`src/rtl/freq_meas.sv`:
```
// freq_meas: measures the period and high time, in clk cycles, of a slow asynchronous input.
// The input passes through a two-flop synchroniser plus one delay flop for edge detection.
// A one-shot (CONT=0) or free-running (CONT=1) FSM counts clk cycles between synchronised
// edges. A saturating counter turns a stuck input into a sticky timeout.

module freq_meas #(
    parameter int unsigned W    = 16,
    parameter bit          CONT = 1'b0
) (
    input  logic         i_clk,
    input  logic         i_rst_n,
    input  logic         i_sig_in,
    input  logic         i_start,
    output logic         o_busy,
    output logic         o_valid,
    output logic         o_timeout,
    output logic [W-1:0] o_period,
    output logic [W-1:0] o_high_time
);

    typedef enum logic [2:0] {
        StIdle,
        StArm,
        StSync,
        StHigh,
        StLow
    } state_e;

    localparam logic [W-1:0] CntMax = {W{1'b1}};
    localparam logic [W-1:0] CntOne = W'(1);

    // Synchroniser and edge-detect flops
    logic r_s1;
    logic r_s2;
    logic r_s3;

    // FSM state, counter and registered outputs
    state_e       r_state;
    logic [W-1:0] r_cnt;
    logic [W-1:0] r_hi_cap;
    logic [W-1:0] r_period;
    logic [W-1:0] r_high_time;
    logic         r_busy;
    logic         r_valid;
    logic         r_timeout;

    // Combinational helpers
    logic         w_rise;
    logic         w_fall;
    logic         w_sat;
    logic         w_exit;
    logic         w_expire;
    logic [W-1:0] w_cnt_inc;

    // Two-flop synchroniser (s1, s2) and one extra stage (s3) for edge detection
    always_ff @(posedge i_clk or negedge i_rst_n) begin
        if (!i_rst_n) begin
            r_s1 <= 1'b0;
            r_s2 <= 1'b0;
            r_s3 <= 1'b0;
        end else begin
            r_s1 <= i_sig_in;
            r_s2 <= r_s1;
            r_s3 <= r_s2;
        end
    end

    // Edge detect, saturating increment and the per-state "exiting edge" used by the timeout
    always_comb begin
        w_rise    = r_s2 & ~r_s3;
        w_fall    = ~r_s2 & r_s3;
        w_sat     = (r_cnt == CntMax);
        // Held at the ceiling so a fall at saturation cannot wrap the LOW count back to zero
        w_cnt_inc = w_sat ? r_cnt : r_cnt + CntOne;
        w_exit    = 1'b0;
        case (r_state)
            StArm:   w_exit = ~r_s2;
            StSync:  w_exit = w_rise;
            StHigh:  w_exit = w_fall;
            StLow:   w_exit = w_rise;
            default: w_exit = 1'b0;
        endcase
        // The exiting edge wins over saturation in the same cycle
        w_expire  = w_sat & ~w_exit;
    end

    // Measurement FSM; all outputs registered here
    always_ff @(posedge i_clk or negedge i_rst_n) begin
        if (!i_rst_n) begin
            r_state     <= StIdle;
            r_cnt       <= '0;
            r_hi_cap    <= '0;
            r_period    <= '0;
            r_high_time <= '0;
            r_busy      <= 1'b0;
            r_valid     <= 1'b0;
            r_timeout   <= 1'b0;
        end else begin
            r_valid <= 1'b0;
            if (r_state == StIdle) begin
                if (i_start) begin
                    r_state   <= StArm;
                    r_busy    <= 1'b1;
                    r_timeout <= 1'b0;
                    r_cnt     <= '0;
                end
            end else if (w_expire) begin
                // Stuck input: abandon the measurement, keep the last published results
                r_state   <= StIdle;
                r_busy    <= 1'b0;
                r_timeout <= 1'b1;
                r_cnt     <= '0;
            end else begin
                case (r_state)
                    StArm: begin
                        // Wait for a low level so a partial first high phase is never measured
                        if (w_exit) begin
                            r_state <= StSync;
                            r_cnt   <= '0;
                        end else begin
                            r_cnt <= w_cnt_inc;
                        end
                    end
                    StSync: begin
                        if (w_exit) begin
                            r_state <= StHigh;
                            r_cnt   <= CntOne;
                        end else begin
                            r_cnt <= w_cnt_inc;
                        end
                    end
                    StHigh: begin
                        r_cnt <= w_cnt_inc;
                        if (w_exit) begin
                            r_hi_cap <= r_cnt;
                            r_state  <= StLow;
                        end
                    end
                    StLow: begin
                        if (w_exit) begin
                            r_period    <= r_cnt;
                            r_high_time <= r_hi_cap;
                            r_valid     <= 1'b1;
                            if (CONT) begin
                                r_state <= StHigh;
                                r_cnt   <= CntOne;
                            end else begin
                                r_state <= StIdle;
                                r_busy  <= 1'b0;
                                r_cnt   <= '0;
                            end
                        end else begin
                            r_cnt <= w_cnt_inc;
                        end
                    end
                    default: begin
                        r_state <= StIdle;
                        r_busy  <= 1'b0;
                        r_cnt   <= '0;
                    end
                endcase
            end
        end
    end

    assign o_busy      = r_busy;
    assign o_valid     = r_valid;
    assign o_timeout   = r_timeout;
    assign o_period    = r_period;
    assign o_high_time = r_high_time;

endmodule

```
`config.mk`:
```
export PLATFORM = sky130hd
export DESIGN_NAME = freq_meas
export DESIGN_NICKNAME = d
export VERILOG_FILES = /design/src/rtl/freq_meas.sv
export SDC_FILE = /design/constraint.sdc
export NUM_CORES = 1
export LEC_CHECK = 0
export ABC_AREA = 1
export BUFFER_PORTS_ARGS = -buffer_cell sky130_fd_sc_hd__buf_2
export CORE_ASPECT_RATIO = 0.7
export CORE_UTILIZATION = 58
export CTS_CLUSTER_SIZE = 25
export DETAILED_ROUTE_END_ITERATION = 16
export GPL_TIMING_DRIVEN = 0
export PLACE_DENSITY = 0.83
export SLEW_MARGIN = 20
export SYNTH_ARGS = -nofsm -noshare
export SYNTH_HDL_FRONTEND = slang
export SYNTH_SLANG_ARGS = --single-unit
export TNS_END_PERCENT = 20
```
`constraint.sdc`:
```
create_clock -name i_clk -period 2.21 [get_ports i_clk]
set_input_delay 0.221 -clock i_clk [delete_from_list [all_inputs] [get_ports i_clk]]
set_output_delay 0.221 -clock i_clk [all_outputs]
set_load 0.01 [all_outputs]
```
=== Word-level counts from Yosys, hierarchy flattened ===
Index checks and enable logic that the tools add are counted.

* Register bits: 73
* Output and inout bits: 35

* $add $sub $neg: 1
* Equality and inequality tests: 11
* Multiplexer cells: 28
* Bitwise gates (word level): 8
* Reductions and logical operators: 10

{| class="wikitable"
|+ Operators by type and width
! operator !! number
|-
| $mux 16 || 6
|-
| $pmux 16 s3 || 1
|-
| $mux 3 || 7
|-
| $add 16x1->16 const B || 1
|-
| $eq 16x16->1 const B || 1
|-
| $ne 4x4->1 const B || 4
|-
| $pmux 3 s4 || 1
|-
| $mux 1 || 11
|-
| $reduce_and 4->1 || 2
|-
| $eq 3x2->1 const B || 2
|-
| $not 1->1 || 5
|-
| $reduce_and 5->1 || 1
|-
| $reduce_or 2->1 || 2
|-
| $and 1x1->1 || 3
|-
| $eq 3x1->1 const B || 1
|-
| $eq 3x3->1 const B || 1
|-
| $logic_not 3->1 || 1
|-
| $ne 3x1->1 const B || 1
|-
| $pmux 1 s3 || 1
|-
| $reduce_and 3->1 || 1
|-
| $reduce_or 3->1 || 1
|-
| $ne 2x2->1 const B || 1
|-
| $pmux 1 s2 || 1
|-
| $reduce_and 2->1 || 1
|-
| $reduce_bool 2->1 || 1
|}

=== Longest topological paths before layout ===
* Depth after elaboration: 7
* Mapped depth: 13
* Mapped depth without buffers: 12

=== Worst setup path after synthesis ===
No wires, ideal clock.

* Path type: reg2reg
* Start: register r_cnt[0]
* End: register r_state[1]
* Library setup time: 0.123 ns
* Data arrival time: 1.459 ns
* Required time: 2.087 ns
* Setup slack: 0.628 ns
* Cell stages (with the launch flop): 11
* Path buffers: 0
* Path through: dfrtp_1 ha_1 inv_1 nor2_2 nand2_2 nor2_4 inv_2 nand3_1 nand2_1 nand2_1 o21ai_1

* Cells in the longest elaborated chain, start to end: 4
* Elaborated cells on any way between the ends: 9

{| class="wikitable"
|+ RTL lines
! what !! RTL line !! RTL
|-
| start, declared || 39 || <nowiki>logic [W-1:0] r_cnt;</nowiki>
|-
| start signal, assigned || 121 || <nowiki>r_cnt <= w_cnt_inc;</nowiki>
|-
| start signal, assigned || 127 || <nowiki>r_cnt <= CntOne;</nowiki>
|-
| start signal, assigned || 129 || <nowiki>r_cnt <= w_cnt_inc;</nowiki>
|-
| $eq 16x16->1 (*) || 72 || <nowiki>w_sat = (r_cnt == CntMax);</nowiki>
|-
| $and 1x1->1 (*) || 84 || <nowiki>w_expire = w_sat & ~w_exit;</nowiki>
|-
| $ne 4x4->1 (no source line) or $mux 3 (tied branches) || - ||
|-
| $reduce_and 5->1 (no source line) or $mux 3 (tied branches) || - ||
|-
| end signal, assigned || 90 || <nowiki>r_state <= StIdle;</nowiki>
|-
| end signal, assigned || 102 || <nowiki>r_state <= StArm;</nowiki>
|-
| end signal, assigned || 109 || <nowiki>r_state <= StIdle;</nowiki>
|-
| end, declared || 38 || <nowiki>state_e r_state;</nowiki>
|}

Every way passes the cells marked *; elsewhere a longest branch is shown, timed or not.
A chain may end at the register's enable or synchronous reset.

=== Worst setup path in the final report ===
* Start: register r_cnt[0]
* End: register r_state[0]

The elaborated chain is that of the path after synthesis.

==> impl_metrics.toml <==
[status]
status = "finished clean"

[detailed_routing]
drc = 0
wire_per_inst_um = 13.8
viasPerCell = 5.13
via_count = 2812
drtAntennaViolNets = 0
firstDrtPassIters = 4
totalWireLength_mm = 7.58
drt_iter0_drc = 243

[finish]
layout_commonest_cell = "nand2_1"
drive_gt1_share_pct = 21.4
antennaDiodeCount = 0
area_delta_synth_final_pct = 14.7
layout.nets = 473
final_cell_mix = "173 x nand2_1, 73 x dfrtp_1, 39 x buf_2, 32 x inv_1, 32 x o21ai_0"

[setup_path]
timing.rr.start = "r_cnt[0]$_DFFE_PN0P_"
startpoint = "r_cnt[0]$_DFFE_PN0P_"
startpoint_type = "register"
cp.required_ns = 2.45
crit_type = "reg -> reg"
reg2regPathDepth = 10
r2r_end = "r_state[0]$_DFFE_PN0P_"
rrSetupSlack_ns = 0.34
worst_setup_path_end_kind = "register"
cp.arrival_ns = 2.11
crit_fanout = 7

[die]
ioPinCount = 39
core_area_um2 = 5780
die_y_um = 67.2
row_count = 23
die_x_um = 95.1
start_util_pct = 60.8
die_area_um2 = 6390

[yosys]
ys_ff_latch = 73
synth.area.top_cells = "dfrtp_1 52%, nand2_1 18%, o21ai_0 4.6%"
synth_area_um2 = 3520
syn-instance-count = 416
synth_area_per_cell_um2 = 8.46
synth.distinct_cells = 31
synth_nets = 421
synth_top_cell_area_share_pct = 51.9
ys_warn_count = 0
ys_seq_area_share_pct = 51.9
post-synth-top-area-cell = "dfrtp_1"

[min_path]
whs_path_depth = 4
whs_endpoint = "r_cnt[14]$_DFFE_PN0P_"
min_path_type = "in -> reg"
min-delay-start = "i_start"

[global_route]
met3_usage_pct = 6.76
grt_use_met1_pct = 39.1
grt_overflow_total = 0
grt_pass1_vias = 2532
antenna_found_initial = 0
grt_max_degree = 55
grtUsageTotal_pct = 26.7
busiest_layer = "met1"
grt_pass1_wl_mm = 12.5
grt_use_met2_pct = 37.9

[clocking]
cts.repair.resized = 0
cts_buffers = 9
clock-sinks = 73
cts_tree = "built"
clkLatencyLatePin_ns = 0.36
htree_levels = 3
cts-root-buf = "clkbuf_8"
clockBufferDepth = 2
clk_transition_reported_paths_ns = 0.08

[timing]
worstMarginPinSlew_ns = 0.530
hold_violations = 0
setup_violations = 0
rsz0062_at_grt = "false"
slew_headroom_pct = 64.6
fin_setup_tns_ns = 0
drv_slew = 0
period_minus_slack_ns = 1.87
min_period_over_period_pct = 84.6
skew_ns = 0.0108
max_freq_ghz = 0.535

[job]
max-cap-violations = 0

[placed_design]
place_hpwl_mm = 5.48
gp_congestion = 0.946
portBuffers = 38

[pwr]
vdd_drop_max_uv = 441
fin_total_pwr_mw = 3.57
p_leak_nw = 2.15
powerDensity_nw_per_um2 = 883
[worst max-delay path, cell delays in order, from the launching register on]
cell	delay (ns)
dfrtp_1	0.45
ha_1	0.26
inv_1	0.07
nor2_2	0.17
nand2_2	0.16
nor2_4	0.23
inv_2	0.09
nand3_1	0.09
nand2_1	0.10
nand2_1	0.08
nand2_1	0.06
[cells in the mapped netlist (all sizes together)]
master    n
dfrtp    73
buf      10
nor3      3
nand2   181
nor2     24
clkinv    1
o21ai    37
ha        1
clkbuf    4
inv      35
a21boi    1
xnor2     1
o31ai     1
nand4     1
a21oi     3
o21bai    1
xor2     11
nand3    28
[how the worst max path moves through the flow]
stage / endpoint / cells past startpoint
after floorplan: r_state[1]$_DFFE_PN0P_ / 10
after global placement: r_cnt[15]$_DFFE_PN0P_ / 10
after detailed placement: r_state[1]$_DFFE_PN0P_ / 10
after CTS: r_cnt[15]$_DFFE_PN0P_ / 10
after global routing: r_state[0]$_DFFE_PN0P_ / 10
final: r_state[0]$_DFFE_PN0P_ / 10
[layer usage]
layer  routed length [um]  vias up  share of wire [%]
met3                  407       14                5.4
met1                 3810     1320                 50
met5                    0        -                  0
met4                  123        0                1.6
met2                 3240       78                 43
li1                     -     1400                  -
[flip-flops by register name, indices dropped and copies added (netlist names), 3 cells and up]
name         flops
o_high_time     16
o_period        16
r_cnt           16
r_hi_cap        16
r_state          3
[cell families (layout without fill, tap and decap cells)]
logic type | Yosys count | count (layout) | share of synthesized area [%]
adder cells (fa/ha/maj) | 1 | 1 | 0.356
flip-flops | 73 | 73 | 51.9
buffers and inverters | 50 | 107 | 7.01
XOR/XNOR | 12 | 12 | 2.99
AND/OR/NAND/NOR | 237 | 237 | 30.3
AO/OA/AOI/OAI | 43 | 43 | 7.40
[area by class of cell]
cell class / count / area (um^2)
Multi-Input combinational cell: 293 / 1450
Fill cell: 442 / 1750
Sequential cell: 73 / 1830
Buffer: 14 / 111
Clock buffer: 9 / 124
Inverter: 36 / 135
Timing Repair Buffer: 41 / 240
Tap cell: 75 / 93.8
Clock inverter: 7 / 60.1
[repair_timing]
action                                 in CTS  in global routing
endpoints found under the hold margin      20                  0
setup endpoints to repair                   0                  0
hold buffers                                2                  0
buffers inserted                            0                  0
[power by group]
group	total, mW	switching, mW	internal, mW
sequential	1.54	0.0945	1.44
combinational	1.05	0.685	0.361
clock	0.982	0.556	0.426
[stage by stage]
| stage | std cells | utilization [%] | setup WS (ns) | area (um^2) | hold WS, ns |
|---|---|---|---|---|---|
| 2_1_floorplan | 416 | - | 0.628 | 3520 | -0.0746 |
| 3_3_place_gp | 529 | 65.7 | 0.400 | 3800 | 0.330 |
| 3_5_place_dp | 530 | 66.3 | 0.357 | 3830 | 0.122 |
| 4_1_cts | 548 | 69.8 | 0.342 | 4040 | 0.178 |
| 5_1_grt | 548 | 69.8 | 0.151 | 4040 | 0.203 |
| 6_report | 548 | 69.8 | 0.340 | 4040 | 0.189 |
(Power assumes the default switching activity.)
